## config.mk

```make
export PLATFORM = sky130hd
export DESIGN_NAME = crc16_check
export DESIGN_NICKNAME = d
export VERILOG_FILES = /design/src/rtl/crc16_check.sv
export SDC_FILE = /design/constraint.sdc
export NUM_CORES = 1
export LEC_CHECK = 0
export CORE_ASPECT_RATIO = 0.75
export CORE_UTILIZATION = 50
export CTS_CLUSTER_SIZE = 28
export DETAILED_ROUTE_END_ITERATION = 10
export GPL_TIMING_DRIVEN = 1
export PLACE_DENSITY = 0.7
export SYNTH_ARGS = -nofsm -noshare
export SYNTH_HDL_FRONTEND = slang
export SYNTH_SLANG_ARGS = --single-unit
```

## constraint.sdc

```tcl
create_clock -name clock -period 3.39 [get_ports clock]
set_input_delay 0.339 -clock clock [delete_from_list [all_inputs] [get_ports clock]]
set_output_delay 0.339 -clock clock [all_outputs]
set_load 0.03 [all_outputs]
```

## src/rtl/crc16_check.sv

```systemverilog
// crc16_check
// Checks the CRC16 of a received data packet. The packet arrives one
// decoded bit at a time, LSB-first, with the CRC field last. The payload
// is forwarded after a 16-bit delay, so the trailing CRC field is never
// emitted.
//
// Ports
//   clock        : sole clock, rising edge
//   reset        : synchronous, active-high
//   pkt_start    : pulse, data field starts on the following bits
//   in_valid     : in_bit carries an accepted bit this cycle
//   in_bit       : received data/CRC bit
//   pkt_end      : pulse, end of packet
//   out_valid    : out_bit carries a payload bit
//   out_bit      : payload bit, delayed by 16 accepted bits
//   busy         : packet in progress (RUN or CHECK)
//   done         : one-cycle pulse, results below are valid
//   crc_ok       : residual matched and length legal
//   len_err      : fewer than 16 bits, or not a whole number of bytes
//   payload_bits : accepted bits minus 16, floored at 0
module crc16_check (
  input  logic        clock,
  input  logic        reset,
  input  logic        pkt_start,
  input  logic        in_valid,
  input  logic        in_bit,
  input  logic        pkt_end,
  output logic        out_valid,
  output logic        out_bit,
  output logic        busy,
  output logic        done,
  output logic        crc_ok,
  output logic        len_err,
  output logic [13:0] payload_bits
);

  typedef enum logic [1:0] {IDLE, RUN, CHECK} state_t;

  localparam logic [15:0] LFSR_INIT    = 16'hFFFF;
  localparam logic [15:0] CRC_POLY     = 16'h8005;
  // Register contents after a good packet, including the complemented CRC.
  localparam logic [15:0] CRC_RESIDUAL = 16'h800D;
  localparam logic [13:0] CNT_MAX      = 14'h3FFF;
  localparam logic [13:0] CRC_BITS     = 14'd16;

  state_t      state_q, state_d;
  logic [15:0] lfsr_q, lfsr_d;
  logic [13:0] cnt_q, cnt_d;
  logic [15:0] dly_q, dly_d;
  logic        out_valid_q, out_valid_d;
  logic        out_bit_q, out_bit_d;
  logic        done_q, done_d;
  logic        crc_ok_q, crc_ok_d;
  logic        len_err_q, len_err_d;
  logic [13:0] payload_bits_q, payload_bits_d;
  logic        restart;
  logic        len_bad;

  function automatic logic [15:0] crc_step(input logic [15:0] lfsr, input logic b);
    logic fb;
    fb = b ^ lfsr[15];
    return {lfsr[14:0], 1'b0} ^ (fb ? CRC_POLY : 16'h0000);
  endfunction

  function automatic logic [13:0] sat_inc(input logic [13:0] c);
    return (c == CNT_MAX) ? c : c + 14'd1;
  endfunction

  always_comb begin
    state_d        = state_q;
    lfsr_d         = lfsr_q;
    cnt_d          = cnt_q;
    dly_d          = dly_q;
    out_valid_d    = 1'b0;
    out_bit_d      = 1'b0;
    done_d         = 1'b0;
    crc_ok_d       = crc_ok_q;
    len_err_d      = len_err_q;
    payload_bits_d = payload_bits_q;
    restart        = 1'b0;
    len_bad        = 1'b0;

    case (state_q)
      IDLE: begin
        if (pkt_start) begin
          state_d = RUN;
          restart = 1'b1;
        end
      end
      RUN: begin
        // A new start aborts the current packet silently.
        if (pkt_start) begin
          restart = 1'b1;
        end else begin
          if (in_valid) begin
            lfsr_d = crc_step(lfsr_q, in_bit);
            cnt_d  = sat_inc(cnt_q);
            dly_d  = {dly_q[14:0], in_bit};
            // Only once 16 bits are buffered is the evicted bit known
            // not to belong to the CRC field.
            if (cnt_q >= CRC_BITS) begin
              out_valid_d = 1'b1;
              out_bit_d   = dly_q[15];
            end
          end
          // Results use the post-update values so a bit arriving with
          // pkt_end is included.
          if (pkt_end) begin
            state_d        = CHECK;
            done_d         = 1'b1;
            len_bad        = (cnt_d < CRC_BITS) || (cnt_d[2:0] != 3'd0);
            len_err_d      = len_bad;
            crc_ok_d       = (lfsr_d == CRC_RESIDUAL) && !len_bad;
            payload_bits_d = (cnt_d >= CRC_BITS) ? (cnt_d - CRC_BITS) : 14'd0;
          end
        end
      end
      CHECK: begin
        // done is already showing this cycle; a start here goes
        // straight into the next packet.
        if (pkt_start) begin
          state_d = RUN;
          restart = 1'b1;
        end else begin
          state_d = IDLE;
        end
      end
      default: state_d = IDLE;
    endcase

    if (restart) begin
      lfsr_d         = LFSR_INIT;
      cnt_d          = 14'd0;
      dly_d          = 16'h0000;
      crc_ok_d       = 1'b0;
      len_err_d      = 1'b0;
      payload_bits_d = 14'd0;
    end
  end

  always_ff @(posedge clock) begin
    if (reset) begin
      state_q        <= IDLE;
      lfsr_q         <= LFSR_INIT;
      cnt_q          <= 14'd0;
      dly_q          <= 16'h0000;
      out_valid_q    <= 1'b0;
      out_bit_q      <= 1'b0;
      done_q         <= 1'b0;
      crc_ok_q       <= 1'b0;
      len_err_q      <= 1'b0;
      payload_bits_q <= 14'd0;
    end else begin
      state_q        <= state_d;
      lfsr_q         <= lfsr_d;
      cnt_q          <= cnt_d;
      dly_q          <= dly_d;
      out_valid_q    <= out_valid_d;
      out_bit_q      <= out_bit_d;
      done_q         <= done_d;
      crc_ok_q       <= crc_ok_d;
      len_err_q      <= len_err_d;
      payload_bits_q <= payload_bits_d;
    end
  end

  assign out_valid    = out_valid_q;
  assign out_bit      = out_bit_q;
  assign busy         = (state_q != IDLE);
  assign done         = done_q;
  assign crc_ok       = crc_ok_q;
  assign len_err      = len_err_q;
  assign payload_bits = payload_bits_q;

endmodule

```

Word level (Yosys, flattened, before mapping):

Index checks and enable logic that the tools add are counted.

* logic and storage cells: 61
* output and inout port bits: 20
* register bits: 67

* mux-type cells: 18
* add/subtract/negate cells: 2
* $lt $le $gt $ge: 3
* reductions and logical operators: 15
* bitwise gates (word level): 6
* eq/ne operators: 7

Operators by type and width (number)
* 2-to-1 mux 14 bit: 5
* 2-to-1 mux 16 bit: 4
* greater-or-equal comparator 14 x 5 -> 1 bit, second input constant: 2
* == test 16 bit, second input constant: 1
* bitwise XOR 16 bit: 1
* adder 14 x 1 -> 14 bit, second input constant: 1
* == test 14 bit, second input constant: 1
* less-than comparator 14 x 5 -> 1 bit, second input constant: 1
* subtractor 14 x 5 -> 14 bit, second input constant: 1
* AND reduction 3 bit: 3
* 2-to-1 mux 2 bit: 3
* inequality test 2 bit, second input constant: 3
* one-hot mux 2 bit (3 select lines): 1
* OR reduction 3 bit: 2
* 2-to-1 mux 1 bit: 5
* OR reduction 5 bit: 1
* NOT 1 bit: 4
* OR reduction 4 bit: 1
* nonzero test 3 bit: 1
* == test 2 x 1 -> 1 bit, second input constant: 1
* == test 2 bit, second input constant: 1
* logical NOT 2 bit: 1
* AND reduction 2 bit: 1
* nonzero test 2 bit: 1
* other kinds (5): 5

Depth between registers and ports, before layout:

Gate-level depths: netlist of the first run.

* depth after elaboration: 9
* mapped depth: 15
* depth with buffers taken out: 13

Least setup slack after synthesis of the first run:

OpenSTA, ideal clock, no wires.

* path kind: register -> register
* start: register cnt_q[0]
* end: register payload_bits_q[7], in the netlist payload_bits[7]
* buffers on the path: 2
* cell stages (with the launch flop): 16
* data required time: 3.316 ns
* period minus slack after synthesis: 3.120 ns
* slack: 0.270 ns
* arrival time: 3.046 ns
* cells stage by stage: dfxtp_1 ha_1 nand3_1 or4_1 buf_2 a31oi_1 nor2_1 ha_1 nor2b_1 o21ai_0 o21ai_1 and4bb_2 nand4b_1 nand2_1 buf_2 o21ai_0

* longest elaborated chain between the ends: 7
* elaborated cells between the ends (all ways): 9

Ends and longest elaborated chain
* start, declared: RTL line 48 `logic [13:0] cnt_q, cnt_d;`
* start signal, assigned: RTL line 156 `cnt_q <= cnt_d;`
* adder 14 x 1 -> 14 bit or == test 14 bit (tied branches): RTL line 66 `return (c == CNT_MAX) ? c : c + 14'd1;`
* 2-to-1 mux 14 bit: RTL line 66
* 2-to-1 mux 14 bit *: RTL line 95 `if (in_valid) begin`
* 2-to-1 mux 14 bit *: RTL line 92 `if (pkt_start) begin`
* 2-to-1 mux 14 bit *: RTL line 83 `case (state_q)`
* subtractor 14 x 5 -> 14 bit or greater-or-equal comparator 14 x 5 -> 1 bit (tied branches): RTL line 114 `payload_bits_d = (cnt_d >= CRC_BITS) ? (cnt_d - CRC_BITS) : 14'd0;`
* 2-to-1 mux 14 bit *: RTL line 114
* end signal, assigned: RTL line 163 `payload_bits_q <= payload_bits_d;`
* end, declared: RTL line 55 `logic [13:0] payload_bits_q, payload_bits_d;`

Mark *: on every way between the ends. The rest lies on a longest branch, timed or not. The select of a mux whose other input is x is not followed.
A chain may end at the register's enable or synchronous reset.

Worst setup path after layout of the first run:

* start: register cnt_q[7]
* end: register payload_bits_q[2], in the netlist payload_bits[2]

* longest elaborated chain between the ends: 7
* elaborated cells between the ends (all ways): 9

Ends and longest elaborated chain (RTL line)
* adder 14 x 1 -> 14 bit or == test 14 bit (tied branches): 66
* 2-to-1 mux 14 bit: 66
* 2-to-1 mux 14 bit *: 95
* 2-to-1 mux 14 bit *: 92
* 2-to-1 mux 14 bit *: 83
* greater-or-equal comparator 14 x 5 -> 1 bit or subtractor 14 x 5 -> 14 bit (tied branches): 114
* 2-to-1 mux 14 bit *: 114

Marks and branches as above.

==> results of run 1 <==
power breakdown:
group	switching (mW)	internal, mW	total (mW)
Sequential	0.00454	0.791	0.796
Clock	0.319	0.510	0.829
Combinational	0.0440	0.0246	0.0685
Total	0.368	1.33	1.69
kinds of logic (layout without fill, tap and decap cells):
family,count (synthesis),in the layout,share of synthesized area
xor gates and xnor gates,21,21,0.0574
and+or+nand+nor,195,195,0.309
DFF,67,67,0.418
muxes,5,5,0.0160
AOI/OAI and AO/OA,74,74,0.141
buffers and inverters,32,75,0.0422
adders and majority gates,4,4,0.0156
repair_timing:
item,4_1_cts,5_1_grt
hold buffers,0,0
setup endpoints to repair,0,11
gates resized for setup,0,4
endpoints found under the hold margin,0,0
layer usage:
metal / vias to the layer above / routed length, um / global-route usage / share of wire
li1: 1461 / - / - / -
met4: 0 / 51 / 0.0589 / 0.0066
met3: 6 / 451 / 0.0626 / 0.058
met1: 1336 / 4230 / 0.393 / 0.55
met2: 90 / 3020 / 0.341 / 0.39
met5: - / 0 / 0 / 0
critical path: cells and delay by family, from the launching register on:
family	cells	cell delay [ns]
adder cells (fa/ha/maj)	1	0.23
AO/OA/AOI/OAI	3	0.31
flip-flops	1	0.46
AND/OR/NAND/NOR	8	1.82
buffers and inverters	1	0.14
cell type report:
class	instances	area, sq um	share of cell area
clock buffer	10	138	0.0352
multi-input combinational	299	1730	0.442
tap	78	97.6	0.0249
clock inverter	6	111	0.0285
timing repair buffer	52	465	0.119
sequential	67	1350	0.344
inverter	7	26.3	0.00671
registers in the layout (all words and copies together) (netlist names):
signal	flops
payload_bits	14
dly_q	16
state_q	2
cnt_q	14
out_valid	1
lfsr_q	16
len_err	1
crc_ok	1
out_bit	1
done	1
worst max-delay path by stage:
stage / cells after the start / to / slack (ns) / start
final: 13 / payload_bits[2] / 0.30 / cnt_q[7]
after global routing: 14 / payload_bits[2] / 0.04 / cnt_q[1]
after CTS: 13 / payload_bits[2] / 0.24 / cnt_q[11]
after detailed placement: 13 / payload_bits[2] / 0.26 / cnt_q[11]
after global placement: 13 / payload_bits[2] / 0.35 / cnt_q[11]
after floorplan: 15 / payload_bits[7] / 0.27 / cnt_q[0]
layout by cell type, fill, tap and decap left out, types with 4 or more instances in the layout:
master and n:
nand4_1 5, xnor2_1 13, nor2_1 24, mux2i_1 4, xor2_1 8, clkbuf_8 10
ha_1 4, inv_1 7, buf_4 26, dfxtp_2 4, nand3_1 22, clkdlybuf4s50_1 25
nand2_1 92, a21oi_1 30, nor3_1 12, o21ai_0 19, and2_1 4, or3_1 5
nor4_1 5, dfxtp_1 63
stage by stage:
stage,total power [mW],utilization,setup WS [ns]
after CTS,1.71,0.651,0.236
after floorplan,0.856,-,0.270
after detailed placement,0.881,0.609,0.259
after global routing,1.75,0.652,0.0437
final,1.69,0.652,0.302
after global placement,0.881,0.609,0.347
==> results.md, run 1 <==
Drt:
- The final wirelength is 7750 um.
- The detailed router finished its first iteration with 196 violations.
- The number of nets with antenna violations after routing is 0.
- For this run, the detailed router's first-pass iteration total came to 4.
- After detailed routing, the number of vias per cell comes to 5.57.
- The via count of the routed design is 2893.
- The average detailed-routed wire length per instance is 14.9 um.
- For this run, design rule violations remaining after detail routing come to 0.

Timing:
- The total count of max-transition violations in the final report came to 0.
- The number of hold-slack violations in the final timing report is 0.
- Setup repair after global routing left no endpoint under its margin.
- The measured slew at the worst slew-check pin is 0.677 ns.
- The achievable clock frequency is 324 MHz.
- Across all hold checks on the routed design, the worst slack comes to 0.449 ns.
- Dividing the final minimum period by the clock period gives 0.911.
- The final number of setup-violating endpoints is 0.
- The worst clock skew is 0.0115 ns.
- Measured against its own limit, the worst slew margin works out to 0.548.
- The aggregate negative setup slack is 0 ns.
- The clock period minus worst slack is 3.09 ns.

Worst hold path:
- The path type of the worst min-delay path is flip-flop to flip-flop.
- Counting instances, the worst hold path has a depth of 2.
- The end of the worst hold path is dly_q[11].
- The worst hold path begins at dly_q[10].

Placed design:
- The routability-driven placement congestion ratio is 0.978.
- The placed wire-length estimate after detailed placement is 5580 um.
- The number of buffers added on ports is 25.
- Including well taps, the total number of placed cells is 503.
- The post-placement cell area is 3660 sq um.

GRT:
- The combined global-route utilization of all metal layers is 0.251.
- The global-route wire length before repair is 13000 um.
- The number of antenna violations at the first check in global routing is 0.
- After global routing the overflow that remains totals 0.
- Entering global routing, the biggest net connects 30 pins.
- The number of global-route vias before repair is 2614.

Synthesis:
- The commonest cells after synthesis are nand2_1 (92), dfxtp_1 (67), a21oi_1 (30).
- Counting every net in the synthesized netlist gives 408.
- The synthesized netlist cell count is 398.
- The number of storage elements in the synthesis netlist is 67.
- The sequential fraction of the synthesis area is 0.418.
- The mean cell area of the mapped netlist is 8.05 sq um.
- The share of synthesized area in the top cell type comes to 0.418.
- Yosys mapped a number of flops with a built-in enable equal to 0.
- The primary flip-flop cell chosen by synthesis mapping is dfxtp_1.
- The largest total area in the synthesized netlist belongs to dfxtp_1.
- The synthesized netlist contains 52 unique library cells.
- The post-synthesis async set-or-reset flop share is 0.
- The most used standard cell by instance count after synthesis is nand2_1.
- During synthesis, Yosys emitted a total of 0 warnings.
- Yosys attributes the largest share of cell area to dfxtp_1 (42%), nand2_1 (11%), a21oi_1 (4.7%), xnor2_1 (3.6%), nand3_1 (3.4%).
- The cell area that synthesis handed to floorplanning was 3210 sq um.

Run status:
- The run finished with clean final reports.

Clock tree:
- Counting every sink on the clock net gives 67.
- Counting along the longest clock path gives a buffer depth of 2.
- Clock-pin slew was measured on the worst setup and hold paths at 0.08 ns.
- Clock latency on the worst-skew pair, taken at its later pin, is 0.34 ns.
- The root buffer cell chosen for the clock tree is clkbuf_8.
- The number of clock buffers added by TritonCTS is 9.
- The H-tree generated during clock tree synthesis spans 3 levels.
- Post-CTS timing repair inserted 0 buffers for setup.
- The TritonCTS clock tree is built.

Critical path:
- The worst register-to-register path begins at cnt_q[7].
- The required time at the worst-slack endpoint is 3.62 ns.
- For this run, the slowest stage of the critical path takes 0.54 ns.
- The category of the most critical setup path is flip-flop to flip-flop.
- The cell with the largest stage delay on the worst path is or4_1.
- The worst register-to-register path has a setup slack of 0.30 ns.
- Traced cell by cell, the critical path runs through nand2_1 -> or4_1 -> and4_4 -> nor2_1 -> ha_1 -> nor2b_1 -> o21ai_0 -> o21ai_1 -> and4bb_2 -> nand4b_1 -> nand2_1 -> buf_12 -> o21ai_0.
- Measured in cells, the most critical reg-to-reg path has a length of 13.
- The largest fanout on the critical path is 11.
- The endpoint class of the critical path is a flip-flop.
- The worst setup path is launched from a flip-flop.
- The worst flop-to-flop path endpoint is payload_bits[2].
- The critical path arrival is 3.31 ns.

Cells and area:
- The fill cell instance count of the final layout is 530.
- The count of non-filler cells in the finished layout is 519.
- Of the cells placed in the final design, the portion with a size suffix greater than 1 is 0.136.
- The antenna diode instance count is 0.
- The post-route cell area is 3910 sq um.
- The layout overhead on the synthesized area is 22.1%.
- For this run, the post-layout net count is 446.

Run:
- The number of violations of the max-capacitance limit is 0.

Die:
- The count of pins on the block boundary is 26.
- Measured along the y axis, the die boundary spans 71.3 um.
- The floorplan step defined a die boundary enclosing 6740 sq um.
- The die is 94.5 um wide.
- The floorplan step defined a core boundary enclosing 6010 sq um.
- The floorplan has 24 rows.
- For this configuration, the core starts out at a cell density of 0.534.

Power:
- Summed over all cells, the static leakage comes to 1.48 nW.
- The power per cell area is 433 nW/um^2.
- The worst vdd rail ir drop is 0.252 mV.
(Power assumes the default switching activity.)
==> run 2, diff against run 1 <==
--- a/config.mk
+++ b/config.mk
@@ -7,6 +7,7 @@
 export LEC_CHECK = 0
 export CORE_ASPECT_RATIO = 0.75
 export CORE_UTILIZATION = 50
+export CTS_BUF_LIST = sky130_fd_sc_hd__clkbuf_8
 export CTS_CLUSTER_SIZE = 28
 export DETAILED_ROUTE_END_ITERATION = 10
 export GPL_TIMING_DRIVEN = 1
==> constraint.sdc (replaced) <==
create_clock -name clock -period 3.7 [get_ports clock]
set_input_delay 0.37 -clock clock [delete_from_list [all_inputs] [get_ports clock]]
set_output_delay 0.37 -clock clock [all_outputs]
set_load 0.03 [all_outputs]
==> run 2 against run 1 <==
  * Count of clock-buffer cells in the layout stayed put
  * Register-to-register slack hardly changed
  * Clock power is 17% lower
  * Sequential cell count stayed put
  * Utilization is 2.6 points lower
  * Power is 12% lower
  * Largest cell class unchanged
  * Highest routed layer unchanged
==> results.md, run 2 (synthesized netlist as in run 1, its figures left out) <==
Run status:
- The run finished with clean final reports.

Clock tree:
- The post-CTS setup-driven buffer insertion count is 0 (unchanged).
- The deepest clock path buffer count was 2 (unchanged).
- TritonCTS built the clock tree.
- The count of hold buffers inserted by post-cts repair is 0 (unchanged).
- The number of sinks handled by clock tree synthesis came to 67 (unchanged).
- The later-pin clock latency in the skew report is 0.34 ns (about the same).
- The number of buffers added by the clock tree synthesis step was 9 (unchanged).
- The root buffer selected by CTS is clkbuf_8.
- The count of instances resized after the clock tree is built is 0 (unchanged).
- The clock edge transition at the registers on the reported setup and hold paths is 0.08 ns (about the same).
- The H-tree level count is 3 (unchanged).

Die:
- The total number of placement rows came to 24 (unchanged).
- The initial standard-cell utilization of the core came to 0.534 (unchanged).
- The floorplan die height came to 71.3 um (unchanged).
- The floorplan die width is 94.5 um (unchanged).
- The count of pins on the block boundary is 26 (unchanged).
- The placeable core region came to 6010 sq um (unchanged).
- The overall die area is 6740 sq um (unchanged).

Timing:
- The total count of max-transition violations in the final report is 0 (unchanged).
- The aggregate negative setup slack is 0 ns (unchanged).
- The final number of setup-violating endpoints is 0 (unchanged).
- The number of hold-slack violations in the final timing report is 0 (unchanged).
- The clock period minus worst slack was 3.39 ns (+0.302 ns).
- The final clock period utilization by the worst path is 0.916 (+0.00525).
- The measured slew at the worst slew-check pin is 1.17 ns (+0.492 ns).
- The remaining max-slew budget at the tightest pin is 0.221 (-0.327).
- Setup repair after global routing left no endpoint under its margin.
- The worst clock skew is 0.00517 ns (-0.00631 ns).
- The achievable clock frequency came to 295 MHz (-8.9%).

Critical path:
- The required time at the worst-slack endpoint came to 3.91 ns (+0.29 ns).
- The signal on the critical path passes through ha_1 -> nand3_1 -> or4_1 -> and4_4 -> nor2_1 -> ha_1 -> nor2b_1 -> o21ai_0 -> o21ai_1 -> and4bb_2 -> nand4b_1 -> nand2_2 -> o21ai_0.
- The cell type group with the largest total delay on the critical path is simple AND/OR/NAND/NOR gates.
- The critical path arrival is 3.60 ns (+0.29 ns).
- The largest fanout on the critical path is 13 (+2).
- The largest stage delay on the critical path was 0.58 ns (+0.04 ns).
- STA classifies the critical path startpoint as a flip-flop.
- On the critical path, the stage with the largest delay is an instance of or4_1.
- STA classifies the critical path endpoint as a flip-flop.
- The category of the most critical setup path is flip-flop to flip-flop.
- The buffers plus inverters on the worst setup path came to 0 (-1).

Drt:
- The sum of met2 wire segment lengths after detailed routing is 3060 um (+1.5%).
- The detailed route wirelength on metal3 was 671 um (+49%).
- The met1 layer wirelength in the final routing came to 3890 um (-8.1%).
- The final wirelength came to 7730 um (-0.23%).
- The number of nets with antenna violations after routing came to 0 (unchanged).
- The average detailed-routed wire length per instance was 15.4 um (+3.1%).
- The starting DRC count in detailed routing is 239 (+22%).
- The via count of the routed design is 2852 (-1.4%).
- The top layer used by detailed routing is met4.
- The number of vias per cell came to 5.68 (+1.9%).
- The post-detailed-route DRC marker count is 0 (unchanged).
- The first-pass iteration count of the detailed router is 5 (+1).

GRT:
- The total congestion overflow is 0 (unchanged).
- The number of global-route vias before repair is 2514 (-3.8%).
- The largest net degree at the start of global routing is 36 (+20%).
- The combined global-route utilization of all metal layers is 0.246 (-0.00537).
- The number of antenna violations at the first check in global routing is 0 (unchanged).
- The global-route wire length before repair is 12700 um (-2.2%).

Cells and area:
- The final-stage net count came to 429 (-3.8%).
- The share of final-layout standard cells stronger than drive strength 1 came to 0.101 (-0.0346).
- The fill cell instance count of the final layout was 547 (+3.2%).
- The top cell types in the final layout, fill and taps aside, are nand2_1 (91), dfxtp_1 (65), a21oi_1 (30).
- The total area of multi-input combinational cells was 1740 sq um (+0.51%).
- The largest registers in the layout are dly_q x16, lfsr_q x16.
- The library cell used most frequently in the layout, excluding fill and tap cells, is nand2_1.
- The layout overhead on the synthesized area is 17.2%.
- The area of all sequential standard cells is 1340 sq um (-0.19%).
- The post-route cell area came to 3760 sq um (-4.0%).
- The antenna diode instance count is 0 (unchanged).

Run:
- The number of violations of the max-capacitance limit is 0 (unchanged).

Placed design:
- The placed wire-length estimate after detailed placement came to 5390 um (-3.3%).
- The number of buffers added on ports was 25 (unchanged).
- The routability-driven placement congestion ratio was 0.928 (-5.0%).
- The post-placement cell area is 3520 sq um (-3.8%).

Power:
- The worst vdd rail ir drop is 0.216 mV (-15%).
- The power per cell area is 395 nW/um^2 (-8.8%).
- The leakage component of the power is 1.38 nW (-6.5%).

Worst hold path:
- The path class of the tightest hold or removal check is flip-flop to flip-flop.
[run 2: where the power goes]
group,internal (mW),leakage [nW],switching (mW)
clock,0.399,0.117,0.293
combinational,0.0209,0.723,0.0397
sequential,0.725,0.542,0.00433
[run 2: final cells by class]
type / instances / area share
multi-input cells: 299 / 0.463
flip-flops and latches: 67 / 0.358
repair buffers: 35 / 0.0866
clock buffers: 10 / 0.0366
well taps: 78 / 0.0260
clock inverters: 6 / 0.0233
inverters: 7 / 0.00700
[run 2: path summary, 6_finish.rpt]
kind	slack, ns	start	to	cells after the start
worst max-delay path	0.31	cnt_q[1]	payload_bits[10]	13
worst min-delay path	0.45	dly_q[4]	dly_q[5]	2
worst max register to register	0.31	cnt_q[1]	payload_bits[10]	13
worst min register to register	0.45	dly_q[4]	dly_q[5]	2
[run 2: worst reg2reg max path, stage by stage (launching register included)]
cell and delay [ns]:
dfxtp_1 0.42, ha_1 0.20, nand3_1 0.19, or4_1 0.58
and4_4 0.27, nor2_1 0.14, ha_1 0.23, nor2b_1 0.14
o21ai_0 0.09, o21ai_1 0.14, and4bb_2 0.31, nand4b_1 0.15
nand2_2 0.23, o21ai_0 0.16
[run 2: metal layers]
layer | up-vias | GRT usage
met3 | 10 | 0.0870
met1 | 1320 | 0.365
met5 | - | 0
li1 | 1415 | -
met4 | 0 | 0.0774
met2 | 107 | 0.329
[run 2: stage by stage]
stage,instances,utilization,power (mW),worst slack [ns],hold slack (ns)
floorplan,398,-,0.785,0.580,0.430
global placement,486,0.586,0.805,0.354,0.433
detailed placement,486,0.586,0.805,0.196,0.444
CTS,502,0.624,1.50,0.100,0.455
global route,502,0.625,1.53,0.0617,0.470
finish,502,0.625,1.48,0.310,0.454
==> run 3, diff against run 2 <==
--- a/config.mk
+++ b/config.mk
@@ -5,6 +5,7 @@
 export SDC_FILE = /design/constraint.sdc
 export NUM_CORES = 1
 export LEC_CHECK = 0
+export ABC_CLOCK_PERIOD_IN_PS = 3700
 export CORE_ASPECT_RATIO = 0.75
 export CORE_UTILIZATION = 50
 export CTS_BUF_LIST = sky130_fd_sc_hd__clkbuf_8
==> results of run 3 <==
No change in the layout: final DEF, timing and power equal those of run 2.
